### config.mk
export PLATFORM = sky130hd
export DESIGN_NAME = dspl_mux_drv
export DESIGN_NICKNAME = d
export VERILOG_FILES = /design/src/rtl/dspl_mux_drv.sv
export SDC_FILE = /design/constraint.sdc
export NUM_CORES = 1
export LEC_CHECK = 0
export ABC_AREA = 1
export CAP_MARGIN = 30
export CELL_PAD_IN_SITES_DETAIL_PLACEMENT = 1
export CELL_PAD_IN_SITES_GLOBAL_PLACEMENT = 1
export CORE_ASPECT_RATIO = 1.1
export CORE_MARGIN = 5
export CORE_UTILIZATION = 43
export CTS_BUF_LIST = sky130_fd_sc_hd__clkbuf_2 sky130_fd_sc_hd__clkbuf_4 sky130_fd_sc_hd__clkbuf_8
export CTS_CLUSTER_DIAMETER = 200
export DETAILED_ROUTE_END_ITERATION = 7
export PLACE_DENSITY_LB_ADDON = 0.1
export SLEW_MARGIN = 20
export SYNTH_ARGS = -nofsm -noshare
export SYNTH_HDL_FRONTEND = slang
export SYNTH_SLANG_ARGS = --single-unit
### constraint.sdc
create_clock -name clock -period 4.51 [get_ports clock]
set_input_delay 0.902 -clock clock [delete_from_list [all_inputs] [get_ports clock]]
set_output_delay 0.902 -clock clock [all_outputs]
set_load 0.02 [all_outputs]
### src/rtl/dspl_mux_drv.sv
// dspl_mux_drv: multiplexed common-anode seven-segment driver.
// Scans N_DIGITS digits from a packed {en, val[3:0], dp} bus. Each digit slot
// is split into 16 brightness phases for global PWM dimming. Blinking is
// controlled per digit. Loads are double-buffered so that a displayed frame
// never mixes old and new data. A frame tick is produced once per full scan.
module dspl_mux_drv #(
    parameter int N_DIGITS     = 8,
    parameter int PHASE_CYCLES = 625,
    parameter int BLINK_FRAMES = 625
) (
    input  logic                    clock,
    input  logic                    reset,
    input  logic [6*N_DIGITS-1:0]   digits,
    input  logic                    load,
    input  logic [N_DIGITS-1:0]     blink_mask,
    input  logic [3:0]              brightness,
    output logic [N_DIGITS-1:0]     an,
    output logic [7:0]              dec_ddp,
    output logic                    frame_tick
);

    localparam int CYC_W  = (PHASE_CYCLES > 1) ? $clog2(PHASE_CYCLES) : 1;
    localparam int SLOT_W = (N_DIGITS > 1) ? $clog2(N_DIGITS) : 1;
    localparam int BLK_W  = (BLINK_FRAMES > 1) ? $clog2(BLINK_FRAMES) : 1;

    localparam logic [CYC_W-1:0]    CYC_MAX  = CYC_W'(PHASE_CYCLES - 1);
    localparam logic [SLOT_W-1:0]   SLOT_MAX = SLOT_W'(N_DIGITS - 1);
    localparam logic [BLK_W-1:0]    BLK_MAX  = BLK_W'(BLINK_FRAMES - 1);
    localparam logic [N_DIGITS-1:0] AN_ONE   = N_DIGITS'(1);

    // Hex glyph table, active-low segments {a,b,c,d,e,f,g}.
    function automatic logic [6:0] f_glyph(input logic [3:0] val);
        logic [6:0] seg;
        case (val)
            4'h0:    seg = 7'b0000001;
            4'h1:    seg = 7'b1001111;
            4'h2:    seg = 7'b0010010;
            4'h3:    seg = 7'b0000110;
            4'h4:    seg = 7'b1001100;
            4'h5:    seg = 7'b0100100;
            4'h6:    seg = 7'b0100000;
            4'h7:    seg = 7'b0001111;
            4'h8:    seg = 7'b0000000;
            4'h9:    seg = 7'b0000100;
            4'hA:    seg = 7'b0001000;
            4'hB:    seg = 7'b1100000;
            4'hC:    seg = 7'b0110001;
            4'hD:    seg = 7'b1000010;
            4'hE:    seg = 7'b0110000;
            default: seg = 7'b0111000;
        endcase
        return seg;
    endfunction

    // Scan counters and blink state.
    logic [CYC_W-1:0]        r_cyc;
    logic [3:0]              r_phase;
    logic [SLOT_W-1:0]       r_slot;
    logic [BLK_W-1:0]        r_blink_cnt;
    logic                    r_blink_phase;

    // Double buffer: shadow collects loads, active is what gets displayed.
    logic [6*N_DIGITS-1:0]   r_shadow;
    logic [6*N_DIGITS-1:0]   r_active;

    // Registered outputs, one cycle behind the counter state they decode.
    logic [N_DIGITS-1:0]     r_an_p1;
    logic [7:0]              r_dec_p1;
    logic                    r_tick_p1;

    logic                    w_cyc_max;
    logic                    w_phase_max;
    logic                    w_slot_max;
    logic                    w_frame_end;
    logic                    w_blink_wrap;
    logic [5:0]              w_digit;
    logic                    w_blink_sel;
    logic                    w_ghost;
    logic                    w_lit;
    logic [N_DIGITS-1:0]     w_an_nxt;
    logic [7:0]              w_dec_nxt;

    assign w_cyc_max    = (r_cyc == CYC_MAX);
    assign w_phase_max  = (r_phase == 4'hF);
    assign w_slot_max   = (r_slot == SLOT_MAX);
    assign w_frame_end  = w_cyc_max && w_phase_max && w_slot_max;
    assign w_blink_wrap = (r_blink_cnt == BLK_MAX);

    // Advance the cycle/phase/slot scan position, wrapping at each level.
    always_ff @(posedge clock) begin
        if (reset) begin
            r_cyc   <= '0;
            r_phase <= '0;
            r_slot  <= '0;
        end else if (!w_cyc_max) begin
            r_cyc <= r_cyc + 1'b1;
        end else begin
            r_cyc <= '0;
            if (!w_phase_max) begin
                r_phase <= r_phase + 1'b1;
            end else begin
                r_phase <= '0;
                r_slot  <= w_slot_max ? '0 : r_slot + 1'b1;
            end
        end
    end

    // Count frames and flip the blink phase every BLINK_FRAMES frames.
    always_ff @(posedge clock) begin
        if (reset) begin
            r_blink_cnt   <= '0;
            r_blink_phase <= 1'b0;
        end else if (w_frame_end) begin
            if (w_blink_wrap) begin
                r_blink_cnt   <= '0;
                r_blink_phase <= ~r_blink_phase;
            end else begin
                r_blink_cnt <= r_blink_cnt + 1'b1;
            end
        end
    end

    // Capture loads into the shadow buffer; promote the shadow to active only
    // at frame end, so a load in the frame-end cycle waits one more frame.
    always_ff @(posedge clock) begin
        if (reset) begin
            r_shadow <= '0;
            r_active <= '0;
        end else begin
            if (w_frame_end)
                r_active <= r_shadow;
            if (load)
                r_shadow <= digits;
        end
    end

    // Select the digit under scan and its blink enable.
    always_comb begin
        w_digit     = '0;
        w_blink_sel = 1'b0;
        for (int i = 0; i < N_DIGITS; i++) begin
            if (r_slot == SLOT_W'(i)) begin
                w_digit     = r_active[6*i +: 6];
                w_blink_sel = blink_mask[i];
            end
        end
    end

    // Decide whether the slot is lit. The first cycle of every slot is kept
    // dark so that the previous digit's segments do not ghost onto the new anode.
    always_comb begin
        w_ghost   = (r_cyc == '0) && (r_phase == 4'h0);
        w_lit     = w_digit[5] && (r_phase <= brightness) &&
                    !(w_blink_sel && r_blink_phase) && !w_ghost;
        w_an_nxt  = '1;
        w_dec_nxt = 8'hFF;
        if (w_lit) begin
            w_an_nxt  = ~(AN_ONE << r_slot);
            w_dec_nxt = {f_glyph(w_digit[4:1]), ~w_digit[0]};
        end
    end

    // ---- output register stage (p1) ----
    // Register the pin drivers and the frame tick.
    always_ff @(posedge clock) begin
        if (reset) begin
            r_an_p1   <= '1;
            r_dec_p1  <= 8'hFF;
            r_tick_p1 <= 1'b0;
        end else begin
            r_an_p1   <= w_an_nxt;
            r_dec_p1  <= w_dec_nxt;
            r_tick_p1 <= w_frame_end;
        end
    end

    assign an         = r_an_p1;
    assign dec_ddp    = r_dec_p1;
    assign frame_tick = r_tick_p1;

endmodule
# [After elaboration in Yosys (flattened, before gate mapping)]
# Memory sizes are Yosys's and may differ from the RTL's. A register that Yosys moved wholly into a read port is not among the register bits.
# Index checks and enable logic that the tools add are counted.
[totals] reg_bits=141 romBits=112 inputBits=63 memories=1
[mem_list] name="(name not given)" depth=16 word_bits=7 read_ports=1 rd_ports_with_merged_regs=1 write_ports=0 line_no="34" text="case (val)"
[classes] addsub=4 magnitude_cmp=1 eq_ne=10 n_shift=1 mux=19 bitwise_logic=4 reduce_logical=16
[ops] op="$mux 6" count=8
[ops] op="$add 10x1->10 const B" count=2
[ops] op="$eq 10x10->1 const B" count=2
[ops] op="$eq 3x3->1 const B" count=4
[ops] op="$logic_not 10->1" count=1
[ops] op="$mux 10" count=1
[ops] op="$mux 1" count=8
[ops] op="$not 8->8" count=1
[ops] op="$shl 1x3->8 const A" count=1
[ops] op="$logic_and 1x1->1" count=7
[ops] op="$eq 3x2->1 const B" count=2
[ops] op="$add 4x1->4 const B" count=1
[ops] op="$eq 4x4->1 const B" count=1
[ops] op="$le 4x4->1" count=1
[ops] op="$logic_not 4->1" count=1
[ops] op="$mux 4" count=1
[ops] op="$reduce_and 2->1" count=2
[ops] op="$reduce_or 2->1" count=2
[ops] op="$add 3x1->3 const B" count=1
[ops] op="$eq 3x1->1 const B" count=1
[ops] op="$logic_not 3->1" count=1
[ops] op="$mux 3" count=1
[ops] op="$not 1->1" count=3
[ops] op="$logic_not 1->1" count=2

# [Longest topological paths before layout]
# Gate-level depths: netlist (run 1).
[depth] word_depth=15 mapped_depth=22

# [Worst setup path after synthesis (run 1)]
# No wires, ideal clock.
[synth_timing] path_type="input -> register" start="input brightness[1]" end="register r_dec_p1[4], in the netlist dec_ddp[4]" setup_ns=0.121 t_arrival_ns=2.135 slack_ns=2.254 path_stages=11 path_buffers=1 cell_sequence="inv_1 > ha_1 > inv_1 > nor2_1 > o21ai_0 > a32oi_1 > nor3b_1 > nand2_2 > inv_1 > buf_4 > nand3_1"
[synth_between] elab_chain_len=6
[synth_lines] item="from (decl)" line_no="16" text="input logic [3:0] brightness,"
[synth_lines] item="$le 4x4->1" line_no="153" text="w_lit = w_digit[5] && (r_phase <= brightness) &&"
[synth_lines] item="$logic_and 1x1->1 (2 in series)" line_no="153"
[synth_lines] item="$logic_and 1x1->1" line_no="154" text="!(w_blink_sel && r_blink_phase) && !w_ghost;"
[synth_lines] item="$not 1->1 (no source line)"
[synth_lines] item="$reduce_or 2->1 (no source line)"
[synth_lines] item="to (decl)" line_no="68" text="logic [7:0] r_dec_p1;"
# Every way passes these cells.
# A chain may end at the register's enable or synchronous reset.

# [Worst setup path after layout (run 1)]
[layout_timing] start="register r_slot[0]" end="register r_dec_p1[2], in the netlist dec_ddp[2]"
[layout_between] elab_chain_len=15
[layout_lines] item="from (decl)" line_no="58" text="logic [SLOT_W-1:0] r_slot;"
[layout_lines] item="from (signal assigned)" line_no="103" text="r_slot <= w_slot_max ? '0 : r_slot + 1'b1;"
[layout_lines] item="$logic_not 3->1" line_no="142" text="if (r_slot == SLOT_W'(i)) begin"
[layout_lines] item="$mux 1 (8 in series)" line_no="142"
[layout_lines] item="$logic_and 1x1->1" line_no="154"
[layout_lines] item="$logic_not 1->1" line_no="154"
[layout_lines] item="$logic_and 1x1->1" line_no="153"
[layout_lines] item="$logic_and 1x1->1" line_no="154"
[layout_lines] item="$not 1->1 (no source line)"
[layout_lines] item="$reduce_or 2->1 (no source line)"
# Parallel ways exist; a longest one is shown, timed or not.

==> flow_summary.toml, run 1 <==
[worst_setup_path]
max_stage_delay_ps = 400
worstPathRequired_ps = 4850
arrival_ps = 3070
path_cells = "inv_1, ha_1, nand2_1, o21ai_0, inv_1, nand2_1, nand2_1, nand2_1, nand2_1, a21oi_1, inv_1, ha_1, nand2_1, o21ai_0, nand2_1, nand2_1"
crit_top_cell = "nand2_1"
crit_fanout = 14
crit_type = "flop to flop"
cpMaxStageDelayCell = "a21oi_1"
crit_path_start_kind = "flop"
critPathCaptureType = "flop"

[routing]
drc = 0
wirelength_mm = 15.6
drt-initial-drc-count = 190
ant_nets = 0
drt-wirelength-per-cell_microns = 14.0
num_vias = 5456
post_drt_via_cell_ratio = 4.91
first_pass_iters = 4

[cells_and_area]
final_cell_mix = "nand2_1, dfxtp_1, nor2_1, inv_1, clkdlybuf4s50_1"
drive_gt1_share_pct = 5.84
final_common_cell = "nand2_1"
antennaDiodeCount = 0
fin_nets = 995
area_growth_pct = 20.7

[logic_synthesis]
synth_fa_ha_area_share_pct = 4.29
synth_top_area_share_pct = 46.1
synth_top_family_by_area = "simple AND/OR/NAND/NOR gates"
synth.ff_latch_count = 141
yosys.area.top_type = "dfxtp_1"
synth_cell_types = 36
seq_area_frac_synth_pct = 46.1
synth_mux_area_share_pct = 0
synth_xor_area_share_pct = 1.00
avgSynthCellArea_sq_um = 7.29
syn_inst = 840
yosys.area_share.simple_pct = 27.1
netlist_top_cells_area = "dfxtp_1, nand2_1, nor2_1"
synth_compound_area_share_pct = 12.6
syn_area_sq_um = 6120
yosys_warnings = 0
synthesis.nets = 924

[floorplanning]
die_w_microns = 124
io_pins = 80
start_util_pct = 44.0
dieArea_sq_um = 16700
die_h_microns = 135
num_rows = 45
core_area_sq_um = 13900

[place]
gp_congestion = 0.833
io_buffer_count = 79
hpwl_mm = 11.6

[timing]
max_slew_margin_pct = 45.6
rsz0062_at_grt = "no"
worst_slew_pin_slew_ps = 816
setup_viol = 0
hold_viol = 0
fmax_ghz = 0.366
finalSetupTns_ps = 0
maxSlewViolCount = 0
finClkSkew_ps = 14.1
post-route-period-util_pct = 60.6
fin_crit_ps = 2730
timing.hold.ws_ps = 452

[run]
drv_cap = 0

[grt]
overflow = 0
grt_usage_pct = 19.9
grt_start_max_net_pins = 73
grt_pass1_wl_mm = 26.9
antenna_found_initial = 0
first_global_vias = 5801

[clocking]
postCtsSetupRepairBufs = 0
cts_root_buf = "clkbuf_8"
cts_max_level = 4
cts_tree = "yes"
clk_pin_slew_worst_paths_ps = 80
clock_sinks = 141
cts_buffer_depth = 2
cts_resized = 0
cts_buffers = 17
holdBufCountCts = 0
worstSkewPairLatency_ps = 440

[min_path]
hold_class = "flop to flop"

[pwr]
ir_worst_vdd_uv = 198
p_leak_nw = 3.19
power_density_nw_per_um2 = 327

[status]
outcome = "completed"
[final timing paths]
path | from | to | slack [ps] | depth (start not counted)
min reg2reg | r_shadow[15] | r_active[15] | 450 | 2
min | r_shadow[15] | r_active[15] | 450 | 2
max reg2reg | r_slot[0] | dec_ddp[2] | 1780 | 16
max | r_slot[0] | dec_ddp[2] | 1780 | 16
[critical path, delay by kind of cell (launching register included)]
family | cells | cell delay, ps
fa+ha+maj | 2 | 430
buf+inv | 3 | 310
simple gates | 8 | 790
compound gates | 3 | 760
flops | 1 | 350
[metrics by stage]
step                power, W  cell area (sq um)  utilization [%]  std cells  worst slack (ps)
finish               0.00242               7390             53.1       1112              1780
global route         0.00253               7390             53.1       1112              1490
CTS                  0.00244               7390             53.1       1112              1720
detailed placement   0.00147               7000             50.4       1080              1310
global placement     0.00146               7000             50.4       1080              1420
floorplan            0.00139               6120                -        840              2250
[power breakdown]
| part | internal [W] | switching, W |
|---|---|---|
| logic | 0.0000731 | 0.0000729 |
| clock network | 0.000461 | 0.000522 |
| registers | 0.00128 | 0.0000127 |
| total | 0.00181 | 0.000607 |
[Yosys cell counts]
library cell and instances:
nor3_1 10, nor2_1 96, o22ai_1 1, a32oi_1 1
nor2_2 1, buf_4 1, nand2_4 3, nor2_8 1
nand3b_1 3, ha_1 21, nand2_1 224, inv_2 4
o21a_1 1, nand2_2 1, o21ai_1 22, clkbuf_1 19
dfxtp_1 141, or2_2 4, nand3_1 34, buf_2 4
inv_1 93, nand4_1 7, o211ai_1 1, a31oi_1 5
inv_4 1, o21bai_1 1, xor2_1 6, xnor2_1 1
nor4_1 2, a21oi_1 45, nor4_4 1, clkinv_2 2
o21ai_0 70, buf_6 6, o21ai_4 1, nor3b_1 6
[registers in the layout, indices dropped and copies added, names as in the netlist]
name and flops:
r_blink_phase 1, r_active 48, an 8, frame_tick 1
r_blink_cnt 10, r_shadow 48, r_phase 4, r_cyc 10
r_slot 3, dec_ddp 8
[area by class of cell]
class | count | area, sq um
fillers | 1824 | 6520
flip-flops and latches | 141 | 2820
multi-input cells | 569 | 2750
repair buffers | 82 | 813
inverters | 100 | 382
clock buffers | 18 | 248
well taps | 188 | 235
clock inverters | 14 | 136
[per-layer routing]
layer	GRT usage (%)	vias to the layer above	part of all wire, %
li1	-	2805	-
met1	24.2	2561	45
met2	35.3	71	51
met3	3.51	19	2.6
met4	5.97	0	1.4
met5	0	-	0
[kinds of logic (layout without fill, tap and decap cells)]
kind of cell	count (synthesis)	after routing
compound gates	148	148
xor+xnor	7	7
fa+ha+maj	21	21
buf+inv	130	214
flops	141	141
simple gates	393	393
No activity file was read; power rests on OpenSTA's default activity.
==> run 2: changes to the inputs <==
--- a/config.mk
+++ b/config.mk
@@ -11,7 +11,7 @@
 export CELL_PAD_IN_SITES_GLOBAL_PLACEMENT = 1
 export CORE_ASPECT_RATIO = 1.1
 export CORE_MARGIN = 5
-export CORE_UTILIZATION = 43
+export CORE_UTILIZATION = 37
 export CTS_BUF_LIST = sky130_fd_sc_hd__clkbuf_2 sky130_fd_sc_hd__clkbuf_4 sky130_fd_sc_hd__clkbuf_8
 export CTS_CLUSTER_DIAMETER = 200
 export DETAILED_ROUTE_END_ITERATION = 7
==> constraint.sdc (replaced) <==
create_clock -name clock -period 2.3 [get_ports clock]
set_input_delay 0.46 -clock clock [delete_from_list [all_inputs] [get_ports clock]]
set_output_delay 0.46 -clock clock [all_outputs]
set_load 0.02 [all_outputs]
==> flow_summary.toml, run 2 (synthesized netlist as in run 1, its figures left out) <==
[routing]
wirelength_mm = 16.8
routed.top_layer = "met4"
drt-wirelength-per-cell_microns = 14.4
num_vias = 5653
wl_met1_mm = 7.54
post_drt_via_cell_ratio = 4.83
first_pass_iters = 4
ant_nets = 0
dr_wl_met3_microns = 478
route.met2.wl_mm = 8.48
drc = 0
drt-initial-drc-count = 198

[clocking]
clock_sinks = 141
holdBufCountCts = 0
cts_buffer_depth = 2
clk_pin_slew_worst_paths_ps = 80
cts_tree = "yes"
worstSkewPairLatency_ps = 440
cts_root_buf = "clkbuf_8"
cts_buffers = 17
cts_max_level = 4

[worst_setup_path]
arrival_ps = 2550
crit_fanout = 4
r2r_slack_ps = 140
crit_type = "flop to flop"
critPathCaptureType = "flop"
worstPathRequired_ps = 2690
crit_path_start_kind = "flop"

[grt]
antenna_found_initial = 0
first_global_vias = 6002
grt_start_max_net_pins = 73
grt_usage_pct = 17.6
grt_pass1_wl_mm = 28.0
overflow = 0

[place]
io_buffer_count = 79
pre_cts_ws_ps = -173
hpwl_mm = 12.5
gp_congestion = 0.830
post_dp_cell_area_sq_um = 7370

[run]
drv_cap = 0

[floorplanning]
io_pins = 80
start_util_pct = 37.5
num_rows = 49
core_area_sq_um = 16300
dieArea_sq_um = 19200
die_w_microns = 133
die_h_microns = 145

[cells_and_area]
drive_gt1_share_pct = 14.2
final_cell_mix = "nand2_1, dfxtp_1, nor2_1, inv_1, clkdlybuf4s50_1"
area_growth_pct = 31.4
antennaDiodeCount = 0
nFillCells = 2042
design_area_sq_um = 8040
final_common_cell = "nand2_1"
fin_nets = 1038
final_util_pct = 49.3
reg.largest.list = "r_active x48, r_shadow x48"

[pwr]
power_density_nw_per_um2 = 628
clkPwrFrac_pct = 43.9
p_int_w = 0.00386
comb_power_share_pct = 6.1
ir_worst_vdd_uv = 332
p_leak_nw = 3.45
swShare_pct = 23.6
seq_power_share_pct = 50.0
netSwitchingPower_w = 0.00119

[timing]
worst_slew_pin_slew_ps = 410
setup_viol = 0
fmax_ghz = 0.462
maxSlewViolCount = 0
max_slew_margin_pct = 72.5
postLayoutSetupSlackWorst_ps = 135
finClkSkew_ps = 11.2
hold_viol = 0
fin_crit_ps = 2160
post-route-period-util_pct = 94.1

[min_path]
hold_class = "flop to flop"

[status]
outcome = "completed"
==> run 2: cell count changes in the layout (fill, tap and decap cells not counted), moves of 6 or more <==
| cell | delta |
|---|---|
| inv_2 | +7 |
| inv_1 | -9 |
| nand2_1 | -12 |
| nand2_2 | +9 |
| ha_4 | +6 |
| buf_4 | +37 |
| ha_1 | -10 |
==> run 2: layout make-up <==
type	instances	area (sq um)	share of cell area, %
clock buffer	17	234	2.91
tap	204	255	3.17
timing repair buffer	125	1190	14.8
clock inverter	15	211	2.63
sequential	141	2830	35.2
inverter	100	397	4.93
multi-input combinational	569	2920	36.3
==> run 2: layer usage <==
metal  up-vias  track usage, %
li1       2892               -
met5         -               0
met1      2660            21.0
met2        78            31.2
met4         0            7.28
met3        23            3.25
==> run 2: what timing repair did <==
item | in CTS | in global routing
gates resized for setup | 16 | 46
setup buffers | 0 | 4
pin swaps | 0 | 14
endpoints found under the setup margin | 8 | 15
hold endpoints to repair | 0 | 0
==> run 2: stage by stage <==
stage | hold slack (ps) | power [W] | TNS (ps) | cells
floorplan | 413 | 0.00272 | 0 | 840
global placement | 432 | 0.00288 | -905 | 1135
detailed placement | 436 | 0.00290 | -1600 | 1135
CTS | 455 | 0.00514 | 0 | 1167
global route | 466 | 0.00527 | -63.0 | 1171
finish | 451 | 0.00505 | 0 | 1171
==> run 2: worst max-delay path, stage by stage, from the launching register on <==
cell and delay, ps:
dfxtp_4 380, inv_6 50, ha_4 170, buf_6 120, nor2_4 70, nand2_2 60, nand2_1 70, nand2_1 50
nand2_1 80, nand2_1 50, nand2_1 60, nand2_1 50, nand2_1 80, nand2_2 80, nand2_4 100, inv_4 50
buf_4 130, ha_1 210, a21oi_2 130, nand2_1 70, nand2_1 60
==> run 2: power groups by stage <==
stage / clock network [W] / logic [W] / registers, W
after floorplan: 0 / 0.000144 / 0.00258
after global placement: 0 / 0.000300 / 0.00258
final: 0.00222 / 0.000308 / 0.00252
after CTS: 0.00230 / 0.000313 / 0.00253
after detailed placement: 0 / 0.000312 / 0.00258
after global routing: 0.00239 / 0.000345 / 0.00253
==> run 2: path summary, 6_finish.rpt <==
check,startpoint,depth (start not counted),endpoint
max,r_slot[1],20,dec_ddp[3]
min,r_shadow[16],2,r_active[16]
max reg2reg,r_slot[1],20,dec_ddp[3]
min reg2reg,r_shadow[16],2,r_active[16]
==> variant 1: new RTL, config.mk and constraints of run 1 <==
Make the reset (`reset`) asynchronous in 4 clocked blocks.
--- a/src/rtl/dspl_mux_drv.sv
+++ b/src/rtl/dspl_mux_drv.sv
@@ -89,3 +89,3 @@
     // Advance the cycle/phase/slot scan position, wrapping at each level.
-    always_ff @(posedge clock) begin
+    always_ff @(posedge clock or posedge reset) begin
         if (reset) begin
@@ -108,3 +108,3 @@
     // Count frames and flip the blink phase every BLINK_FRAMES frames.
-    always_ff @(posedge clock) begin
+    always_ff @(posedge clock or posedge reset) begin
         if (reset) begin
@@ -124,3 +124,3 @@
     // at frame end, so a load in the frame-end cycle waits one more frame.
-    always_ff @(posedge clock) begin
+    always_ff @(posedge clock or posedge reset) begin
         if (reset) begin
@@ -164,3 +164,3 @@
     // Register the pin drivers and the frame tick.
-    always_ff @(posedge clock) begin
+    always_ff @(posedge clock or posedge reset) begin
         if (reset) begin
Check against the original RTL: no difference found for any inputs over 10 cycles, from zero or initial values and one cycle with reset high; that may be too few to reach the edited logic, so the function may still have changed.
==> variant 1 against run 1 <==
- total power rose by 3.6%
- via count shrank 1.4%
- count of clock-buffer cells in the layout rose by 7
- setup slack improved by 0.077 ns
- combinational power is 8% higher
- sequential cell count unchanged
- final area is 9.2% higher
- wire length increased by 7.2%
- synthesized area grew 9.4%
- core utilization barely moved
- first-iteration DRC count up 77%
- sequential share of layout area rose by 5.8 points
==> variant 1: results (changes against run 1) <==
| Metric | Value |
|---|---|
| Gp weighted congestion | `0.804 (was 0.833)` |
| First-pass GRT wire length | `28900 um (was 26900 um)` |
| VDD IR max | `0.203 mV (was 0.198 mV)` |
| Slowest CP cell | `dfrtp_1 (was a21oi_1)` |
| Met1 Use GR | `24.8% (was 24.2%)` |
| Ys async rst share | `100% (was 0%)` |
| XOR/XNOR Fraction of Synth Area | `1.31% (was 1.00%)` |
| WL met2 | `8560 um (was 7940 um)` |
| Status | `complete, no violations (unchanged)` |
| Total Power | `0.00250 W (was 0.00242 W)` |
| Largest net degree at the start of global routing | `62 (was 73)` |
| Library cells used by synthesis | `38 (was 36)` |
| Synthesized Nets | `881 (was 924)` |
| Synth top cells by count | `nand2_1 (244), dfrtp_1 (125), inv_1 (110) (was nand2_1 (224), dfxtp_1 (141), nor2_1 (96))` |
| Vias per Instance | `4.97 (was 4.91)` |
| Layout cells sized above 1 | `9.26% (was 5.84%)` |
| HPWL reported at the end of detailed placement | `12400 um (was 11600 um)` |
| Total Wirelength | `16700 um (was 15600 um)` |
| Worst r2r path cells | `20 (was 16)` |
| Leakage | `3.92 nW (was 3.19 nW)` |
| Hold Path Sink | `r_active[46] (was r_active[15])` |
| CP max FO | `8 (was 14)` |
| Post-synthesis mux area share | `0.149% (was 0%)` |
| Slew HR | `53.5% (was 45.6%)` |
| Met3 GRT Util | `4.81% (was 3.51%)` |
| Pre-Repair DR Iteration Count | `5 (was 4)` |
| Final Skew | `0.00795 ns (was 0.0141 ns)` |
| Multi-input gate area | `2560 sq um (was 2750 sq um)` |
| Top cells by area, synth | `dfrtp_1 (47%), nand2_1 (14%), dfstp_2 (6.3%), inv_1 (6.2%), o21ai_0 (4.6%) (was dfxtp_1 (46%), nand2_1 (14%), nor2_1 (5.9%), o21ai_0 (5.7%), inv_1 (5.7%))` |
| Top_reg_cell synth | `dfrtp_1 (was dfxtp_1)` |
| Fin nets | `958 (was 995)` |
| Arr. time, crit path | `3.03 ns (was 3.07 ns)` |
[variant 1: layout make-up]
type	instances	area share, %
Sequential cell	141	44.0
Multi-Input combinational cell	512	31.7
Timing Repair Buffer	85	10.9
Inverter	116	5.44
Clock buffer	25	3.88
Tap cell	196	3.04
Clock inverter	7	1.09
[variant 1: power by group through the flow]
stage                     combinational, W  sequential (W)  clock, W
after global placement            0.000151         0.00134         0
after detailed placement          0.000159         0.00134         0
final                             0.000157         0.00131   0.00104
after floorplan                  0.0000712         0.00133         0
after global routing              0.000180         0.00132   0.00113
after CTS                         0.000160         0.00131   0.00106
[variant 1: stage by stage]
step           instances  setup slack (ns)  hold slack [ns]
6_report            1082              1.86            0.488
5_1_grt             1082              1.47            0.532
4_1_cts             1081              1.84            0.490
3_5_place_dp        1049              1.79            0.478
3_3_place_gp        1048              1.87            0.465
2_1_floorplan        796              1.86            0.451
==> variant 2: new RTL, settings of run 1 <==
Made on the original files. The parameter `N_DIGITS` goes from 8 to 16.
--- a/src/rtl/dspl_mux_drv.sv
+++ b/src/rtl/dspl_mux_drv.sv
@@ -6,3 +6,3 @@
 module dspl_mux_drv #(
-    parameter int N_DIGITS     = 8,
+    parameter int N_DIGITS     = 16,
     parameter int PHASE_CYCLES = 625,
Ports: changed (resized an, blink_mask and digits); port bits go from 80 to 144. No check against the original RTL was run, so the function may have changed too.
==> variant 2 against run 1 <==
- synthesized area is 66% higher
- clock power increased by 110%
- final area increased by 71%
- wire length rose by 88%
- setup slack got worse by 0.71 ns
- via count increased by 71%
- final cell count is 66% higher
- total power is 89% higher
- sequential cell count up 105
==> variant 2: results (changes against run 1) <==
| Metric | Value |
|---|---|
| Combinational share of power | `5.8% (was 6.0%)` |
| Status | `complete, no violations (unchanged)` |
| Worst r2r path cells | `23 (was 16)` |
| Post-synthesis sequential area ratio | `48.6% (was 46.1%)` |
| H-tree depth | `2 (was 4)` |
| Vias per Instance | `5.05 (was 4.91)` |
| Vias in the first global route | `9529 (was 5801)` |
| Clk pin slew, worst setup/hold paths | `0.06 ns (was 0.08 ns)` |
| GRT Total Usage | `21.5% (was 19.9%)` |
| Final Skew | `0.0121 ns (was 0.0141 ns)` |
| Min-Delay Startpoint | `r_shadow[1] (was r_shadow[15])` |
| Largest net degree at the start of global routing | `106 (was 73)` |
| Register-to-register setup slack | `1.07 ns (was 1.78 ns)` |
| R2r startpoint | `r_slot[1] (was r_slot[0])` |
| Library cells used by synthesis | `41 (was 36)` |
| Hold Path Sink | `r_shadow[1] (was r_active[15])` |
| Port bufs | `143 (was 79)` |
| Top cells by area, synth | `dfxtp_1 (49%), nand2_1 (10%), o21ai_0 (9.4%), nor2_1 (9.0%), inv_1 (5.5%) (was dfxtp_1 (46%), nand2_1 (14%), nor2_1 (5.9%), o21ai_0 (5.7%), inv_1 (5.7%))` |
| CTS max path bufs | `3 (was 2)` |
| Actual slew at the worst max-slew pin | `0.952 ns (was 0.816 ns)` |
| Gp weighted congestion | `0.829 (was 0.833)` |
| Layout cells sized above 1 | `7.98% (was 5.84%)` |
| HPWL reported at the end of detailed placement | `20100 um (was 11600 um)` |
| VDD IR max | `0.228 mV (was 0.198 mV)` |
| Number of DRC markers in iteration 0 | `317 (was 190)` |
| Total Wirelength | `29300 um (was 15600 um)` |
| Root Driver | `clkbuf_8 (unchanged)` |
| Clock latency at the later pin of the worst-skew pair | `0.53 ns (was 0.44 ns)` |
| Arr. time, crit path | `3.85 ns (was 3.07 ns)` |
| Num CTS Buffers | `42 (was 17)` |
| Fin cells | `1846 (was 1112)` |
| First-pass GRT wire length | `46900 um (was 26900 um)` |
| Slowest CP cell | `nor2_1 (was a21oi_1)` |
| Synth top cells by count | `nand2_1 (271), dfxtp_1 (246), nor2_1 (244) (was nand2_1 (224), dfxtp_1 (141), nor2_1 (96))` |
| Hold Path Depth | `2 (unchanged)` |
| Average size of a mapped cell | `7.38 sq um (was 7.29 sq um)` |
| Slowest cell delay on critical path | `0.50 ns (was 0.40 ns)` |
| Seq power | `0.00227 W (was 0.00129 W)` |
variant 2: kinds of logic after synthesis:
family | Yosys count | share of synthesized area, %
AND/OR/NAND/NOR | 607 | 24.7
AO/OA/AOI/OAI | 280 | 15.4
flip-flops | 246 | 48.6
buffers and inverters | 218 | 8.52
adder cells (fa/ha/maj) | 21 | 2.59
XOR/XNOR | 3 | 0.259
variant 2: metrics by stage:
stage,area [sq um],setup slack (ns)
2_1_floorplan,10100,1.79
5_1_grt,12700,0.635
4_1_cts,12600,1.03
3_5_place_dp,11800,1.03
3_3_place_gp,11800,1.16
6_report,12700,1.07
variant 2: worst reg2reg max path, stage by stage, from the launching register on:
cell	delay [ns]
dfxtp_1	0.32
inv_1	0.12
ha_1	0.36
inv_1	0.27
nor2_1	0.50
inv_2	0.17
o21ai_0	0.12
inv_1	0.06
nand3_1	0.08
nand2_1	0.06
nand2_1	0.06
nand2_1	0.07
nand3_1	0.10
nand2_1	0.06
nand2_1	0.06
nand2_1	0.08
nand2_1	0.16
inv_1	0.09
ha_1	0.29
inv_1	0.04
nand2_1	0.06
nand2_1	0.07
nand2_1	0.07
nand3_1	0.07
variant 2: metal layers:
layer / GRT usage [%] / vias to the layer above / share of wire (%)
li1: - / 4648 / -
met1: 27.4 / 4483 / 46
met2: 37.8 / 162 / 48
met3: 3.54 / 37 / 4.4
met4: 5.66 / 0 / 1.7
met5: 0 / - / 0
variant 2: area by class of cell:
type | count | area (sq um)
flip-flops and latches | 246 | 4920
fillers | 2969 | 10800
clock inverters | 6 | 32.5
repair buffers | 155 | 1530
well taps | 305 | 382
multi-input cells | 911 | 4360
clock buffers | 66 | 833
inverters | 157 | 591
